[config.mk]
export PLATFORM = sky130hd
export DESIGN_NAME = rr_arbiter_8_flat
export DESIGN_NICKNAME = d
export VERILOG_FILES = /design/src/rtl/rr_arbiter_8_if.sv /design/src/rtl/rr_arbiter_8.sv /design/src/flat_wrapper.sv
export SDC_FILE = /design/constraint.sdc
export NUM_CORES = 1
export LEC_CHECK = 0
export ABC_AREA = 1
export BUFFER_PORTS_ARGS = -buffer_cell sky130_fd_sc_hd__buf_4
export CORE_AREA = 2 2 67 69
export CTS_CLUSTER_SIZE = 25
export DETAILED_ROUTE_END_ITERATION = 7
export DIE_AREA = 0 0 69 71
export SLEW_MARGIN = 20
export SYNTH_ARGS = -nofsm -noshare
export SYNTH_HDL_FRONTEND = slang
export SYNTH_SLANG_ARGS = --single-unit
[constraint.sdc]
create_clock -name i_clk -period 4.45 [get_ports i_clk]
set_input_delay 0.89 -clock i_clk [delete_from_list [all_inputs] [get_ports i_clk]]
set_output_delay 0.89 -clock i_clk [all_outputs]
set_load 0.05 [all_outputs]
[src/rtl/rr_arbiter_8_if.sv]
// Request/grant bundle between eight requesters and rr_arbiter_8.
// The master side drives requests and done; the slave (arbiter) drives the grant.
interface rr_arbiter_8_if;
  logic [7:0] i_req;
  logic       i_done;
  logic       o_en;
  logic [2:0] o_idx;
  logic       o_timeout;

  modport master (
    output i_req,
    output i_done,
    input  o_en,
    input  o_idx,
    input  o_timeout
  );

  modport slave (
    input  i_req,
    input  i_done,
    output o_en,
    output o_idx,
    output o_timeout
  );
endinterface

[src/rtl/rr_arbiter_8.sv]
// Eight-way round-robin arbiter with a bounded hold time and a one-cycle
// break-before-make bubble; drives a downstream 3-to-8 one-hot decoder.
module rr_arbiter_8 #(
  parameter int MAX_HOLD = 16
) (
  input  logic           i_clk,
  input  logic           i_rst,
  rr_arbiter_8_if.slave  bus
);

  localparam int HW = (MAX_HOLD > 1) ? $clog2(MAX_HOLD) : 1;
  localparam logic [HW-1:0] HOLD_LAST = HW'(MAX_HOLD - 1);

  typedef enum logic {
    IDLE  = 1'b0,
    GRANT = 1'b1
  } state_t;

  state_t        state_q, state_d;
  logic [2:0]    ptr_q, ptr_d;
  logic [HW-1:0] hold_q, hold_d;
  logic          en_q, en_d;
  logic [2:0]    idx_q, idx_d;
  logic          to_q, to_d;

  logic          win_found;
  logic [2:0]    win_idx;
  logic [2:0]    cand;
  logic          rel_done, rel_drop, rel_expire;

  // Rotating priority search: ptr has highest priority, wrapping 7 -> 0.
  // NOTE: every variable written in always_comb gets a default first so no
  // path leaves it unassigned and no latch is inferred.
  always_comb begin
    win_found = 1'b0;
    win_idx   = ptr_q;
    cand      = '0;
    for (int i = 0; i < 8; i++) begin
      cand = ptr_q + 3'(i);
      if (!win_found && bus.i_req[cand]) begin
        win_found = 1'b1;
        win_idx   = cand;
      end
    end
  end

  assign rel_done   = bus.i_done;
  assign rel_drop   = !bus.i_req[idx_q];
  assign rel_expire = (hold_q == HOLD_LAST);

  always_comb begin
    state_d = state_q;
    ptr_d   = ptr_q;
    hold_d  = hold_q;
    en_d    = en_q;
    idx_d   = idx_q;
    to_d    = 1'b0;
    unique case (state_q)
      IDLE: begin
        en_d = 1'b0;
        if (win_found) begin
          idx_d   = win_idx;
          en_d    = 1'b1;
          hold_d  = '0;
          state_d = GRANT;
        end
      end
      GRANT: begin
        if (rel_done || rel_drop || rel_expire) begin
          ptr_d   = idx_q + 3'd1;
          en_d    = 1'b0;
          state_d = IDLE;
          // Simultaneous done or drop takes precedence over the hold limit.
          to_d    = rel_expire && !rel_done && !rel_drop;
        end else begin
          hold_d = hold_q + HW'(1);
        end
      end
      default: state_d = IDLE;
    endcase
  end

  // NOTE: sequential state uses non-blocking assignments so every register
  // samples the pre-edge values, independent of statement order.
  always_ff @(posedge i_clk or posedge i_rst) begin
    if (i_rst) begin
      state_q <= IDLE;
      ptr_q   <= '0;
      hold_q  <= '0;
      en_q    <= 1'b0;
      idx_q   <= '0;
      to_q    <= 1'b0;
    end else begin
      state_q <= state_d;
      ptr_q   <= ptr_d;
      hold_q  <= hold_d;
      en_q    <= en_d;
      idx_q   <= idx_d;
      to_q    <= to_d;
    end
  end

  assign bus.o_en      = en_q;
  assign bus.o_idx     = idx_q;
  assign bus.o_timeout = to_q;

endmodule

[src/flat_wrapper.sv]
// flat-port wrapper written by rule: the top's interface ports become plain ports
module rr_arbiter_8_flat 
#(
  parameter int MAX_HOLD = 16
)
  (i_clk, i_rst, bus_i_req, bus_i_done, bus_o_en, bus_o_idx, bus_o_timeout);
  rr_arbiter_8_if bus_i ();
  input  logic i_clk;
  input  logic i_rst;
  input wire logic [$bits(bus_i.i_req)-1:0] bus_i_req;
  input wire logic [$bits(bus_i.i_done)-1:0] bus_i_done;
  output wire logic [$bits(bus_i.o_en)-1:0] bus_o_en;
  output wire logic [$bits(bus_i.o_idx)-1:0] bus_o_idx;
  output wire logic [$bits(bus_i.o_timeout)-1:0] bus_o_timeout;
  assign bus_i.i_req = bus_i_req;
  assign bus_i.i_done = bus_i_done;
  assign bus_o_en = bus_i.o_en;
  assign bus_o_idx = bus_i.o_idx;
  assign bus_o_timeout = bus_i.o_timeout;
  rr_arbiter_8 #(.MAX_HOLD(MAX_HOLD)) u_core (.i_clk(i_clk), .i_rst(i_rst), .bus(bus_i));
endmodule
# == Word level (Yosys, flattened, before mapping) ==
# Index checks and enable logic that the tools add are counted.
# classes
add_sub_neg,9
order_cmp,9
eq_ne,4
n_mux,43
bitwise_logic,1
n_reduce_logical,23
# ops
cell,n
"3-bit by 4-bit < comparator with 1-bit output, second input constant",9
1-bit binary-select mux with 3-bit select,9
1-bit 2-to-1 mux,22
3-bit 2-to-1 mux,7
"3-bit adder, second input constant",4
1-bit logical AND,9
1-bit zero test,9
4-bit 2-to-1 mux,2
4-bit case mux with 2 select lines,1
"3-bit by 1-bit adder with 3-bit output, second input constant",2
"3-bit by 2-bit adder with 3-bit output, second input constant",2
2-bit AND reduction,3
"4-bit by 1-bit adder with 4-bit output, second input constant",1
"4-bit == test, second input constant",1
"2-bit inequality test, second input constant",2
1-bit case mux with 2 select lines,2
1-bit logical OR,2
"2-bit by 1-bit inequality test with 1-bit output, second input constant",1
1-bit NOT,1
# totals
reg_bits,13
inputBits,11
output_inout_bits,5

# == Longest topological paths before layout ==
# depth
ltp_word,26
depth_mapped,18

# == Worst setup path after synthesis ==
# OpenSTA, ideal clock, no wires.
# synth_path
kind,reg-to-reg
start,reg u_core.ptr_q[1]
end,"reg u_core.idx_q[0], in the netlist u_core.bus.o_idx[0]"
setup_time_ns,0.118
arrival_time_ns,2.053
t_required_ns,4.332
slack_ns,2.279
path_stages_with_launch,16
n_path_buf,1
synth_period_minus_slack_ns,2.171
cell_sequence,dfrtp_1 buf_4 inv_2 ha_1 inv_4 nand3_2 nand3_4 nand2_4 nor2_4 nand4_4 nor2_8 nand3_4 nand2_4 inv_2 nand2_1 nand2_1
# synth_via
elab_chain_cells,25
# synth_lines
item,line,text
start: declaration,rr_arbiter_8.sv:20,"logic [2:0] ptr_q, ptr_d;"
start signal: assignment,rr_arbiter_8.sv:95,ptr_q <= ptr_d;
"parallel branches: the longest is 25 deep, another holds 3-bit by 1-bit adder with 3-bit output",--,
end signal: assignment,rr_arbiter_8.sv:98,idx_q <= idx_d;
end: declaration,rr_arbiter_8.sv:23,"logic [2:0] idx_q, idx_d;"
# Several ways; the timed one is not identified. The select of a mux whose other input is x is not followed.
# A chain may end at the register's enable or synchronous reset.

# == Worst setup path in the final report ==
# layout_path
start,reg u_core.ptr_q[0]
end,"reg u_core.idx_q[1], in the netlist u_core.bus.o_idx[1]"
# Same word-level chain as after synthesis.

==> flow_summary.yaml <==
run_status:
  status: "finished clean"
worst_setup_path:
  end_kind: "register"
  critical_path.startpoint: "u_core.ptr_q[0]"
  slowest_stage: "dfrtp_1"
  crit_end: "u_core.bus.o_idx[1]"
  worst_ep_arrival_time_ns: 2.86
  crit_family: "simple AND/OR/NAND/NOR gates"
  reg2reg_to: "u_core.bus.o_idx[1]"
  start_kind: "register"
  critical_path_buf_inv_count: 3
  cp_cell_sequence: "inv_2 > ha_1 > inv_4 > nand3_2 > nand2_1 > nand2_1 > nand2_1 > nand3_1 > inv_1 > nand2_1 > nand3_1 > nand3_1 > nand2_1 > nand2_1 > nand2_1 > nand2_1"
  cp.required_ns: 4.59
  crit_top_cell: "nand2_1"
  r2r_setup_slack_ns: 1.73
  slowest_delay_ns: 0.63
  crit_fanout: 13
  r2r_cells: 16
  reg2reg_from: "u_core.ptr_q[0]"
  worstSetupPathType: "register to register"
  path_depth: 16
sta:
  finalSetupTns_ns: 0
  finalSetupViolCount: 0
  max_freq_mhz: 367.0
  fin_crit_sh: 0.6123
  worst_pin_slew_ns: 0.5840
  rsz0062_at_grt: "false"
  period_needed_ns: 2.725
  relSlewSlack: 0.6106
  finalMaxSlewViolations: 0
  hold_viol: 0
  fin_worst_skew_ns: 0.003779
synth:
  synth_commonest_cells: "68 x nand2_1, 24 x nand3_1, 18 x inv_1"
  syn_area_sq_mm: 0.001629
  synth_enable_flop_cells: 0
  synth_most_common_cell: "nand2_1"
  postSynthCellCount: 232
  async_flop_share: 1.000
  yosysWarningCount: 0
  synthDistinctLibCells: 33
  synth.area.top_cells: "dfrtp_1 20%, nand2_1 16%, nand3_2 8.0%"
  synth.top_cell.area_share: 0.1997
  synth_nets: 247
  syn_area_per_cell_sq_um: 7.022
  synth.ff_latch_count: 13
  ys.flop_type: "dfrtp_1"
  synth-seq-area-share: 0.1997
  yosys.area.top_type: "dfrtp_1"
global_routing:
  grt_use_total: 0.1680
  first_global_vias: 1386
  grt_max_degree: 14
  grt_pass1_wl_microns: 6762
  antenna_found_initial: 0
  grt_overflow: 0
route:
  drt_iter0_markers: 108
  drtAntennaViolNets: 0
  dr.pass1.iters: 4
  vias_per_cell: 5.110
  wirelength_microns: 3861
  vias: 1528
  wire_per_inst_microns: 12.91
  drc: 0
clock_network:
  cts_tree: "built"
  cts_sinks: 13
  cts_setup_buffers: 0
  insertion_delay_ns: 0.25
  cts_buffers: 3
  ctsResizeCount: 0
  cts_root_buf: "clkbuf_8"
  cts.clk_slew.worst_paths_ns: 0.06
  h-tree-depth: 1
  clockBufferDepth: 2
  cts_hold_buf: 0
floorplan:
  core_sq_mm: 0.004204
  rows: 24
  dieArea_sq_mm: 0.004899
  die_y_microns: 71
  die_w_microns: 69
  ios: 16
  start_util: 0.3875
cells_and_area:
  num_antenna_cells: 0
  multi_input_area_sq_mm: 0.001164
  nFillCells: 450
  num-nets-final: 263
  design_area_sq_mm: 0.001810
  fin_util: 0.4307
  syn2layout_area_growth_pct: 11.14
  drive_above_1_share: 0.3158
  seq_area_sq_um: 325.3
placement:
  port_buffers: 15
  place_hpwl_microns: 3135
  placed_cell_area_sq_mm: 0.001765
  place_congestion: 0.8102
min_path:
  hp-class: "register to register"
flow_run:
  cap_violations: 0
## flip-flops by register name (all words and copies together), names as in the netlist
register / count
u_core.bus.o_en: 1
u_core.state_q: 1
u_core.bus.o_idx: 3
u_core.ptr_q: 3
u_core.bus.o_timeout: 1
u_core.hold_q: 4
## worst reg2reg max path: cells and delay by family (launching register included)
kind	cells	cell delay [ns]
flops	1	0.63
fa+ha+maj	1	0.47
simple gates	12	1.03
buf+inv	3	0.49
## worst min-delay path by stage
stage | from | end | slack, ns | cells after the start
after CTS | u_core.bus.o_en | u_core.bus.o_en | 0.51 | 2
after detailed placement | u_core.bus.o_en | u_core.bus.o_en | 0.47 | 2
after global routing | u_core.bus.o_en | u_core.bus.o_en | 0.56 | 2
after floorplan | u_core.hold_q[1] | u_core.hold_q[1] | 0.52 | 2
final | u_core.bus.o_en | u_core.bus.o_en | 0.50 | 2
after global placement | u_core.bus.o_en | u_core.bus.o_en | 0.48 | 2
## cell usage in the layout (no fill, tap or decap), types with 5 or more instances in the layout
cell	count
dfrtp_1	13
buf_4	15
inv_1	18
nor2_1	17
o21ai_0	9
inv_2	5
nand2_4	9
nand2_1	68
nand3_2	13
nand2_2	16
nand3_1	24
## metal layers
metal / vias to the layer above / global-route usage / routed length (microns)
met5: - / 0 / 0
met4: 0 / 0.04575 / 102
met3: 12 / 0.02279 / 186
met2: 45 / 0.2735 / 1762
met1: 685 / 0.2348 / 1809
li1: 786 / - / -
## final cells by class
type,count,area share
inverter,25,0.05460
tap,52,0.03594
sequential,13,0.1797
clock buffer,4,0.02488
multi-input combinational,190,0.6427
timing repair buffer,15,0.06220
## logic make-up after synthesis
logic type	after synthesis	share of synthesized area
simple gates	162	0.5768
buf+inv	29	0.08602
compound gates	20	0.07604
flops	13	0.1997
xor+xnor	4	0.03072
fa+ha+maj	4	0.03072
## stage by stage
| stage | hold slack (ns) | setup WS, ns | std cells |
|---|---|---|---|
| after global routing | 0.5566 | 1.488 | 299 |
| after detailed placement | 0.4709 | 1.758 | 295 |
| after CTS | 0.5060 | 1.742 | 299 |
| after global placement | 0.4774 | 1.789 | 295 |
| final | 0.4957 | 1.725 | 299 |
| after floorplan | 0.5213 | 2.279 | 232 |
Power is not shown: default switching activity piles up to over one toggle a cycle in this logic, so the estimate is an artifact.
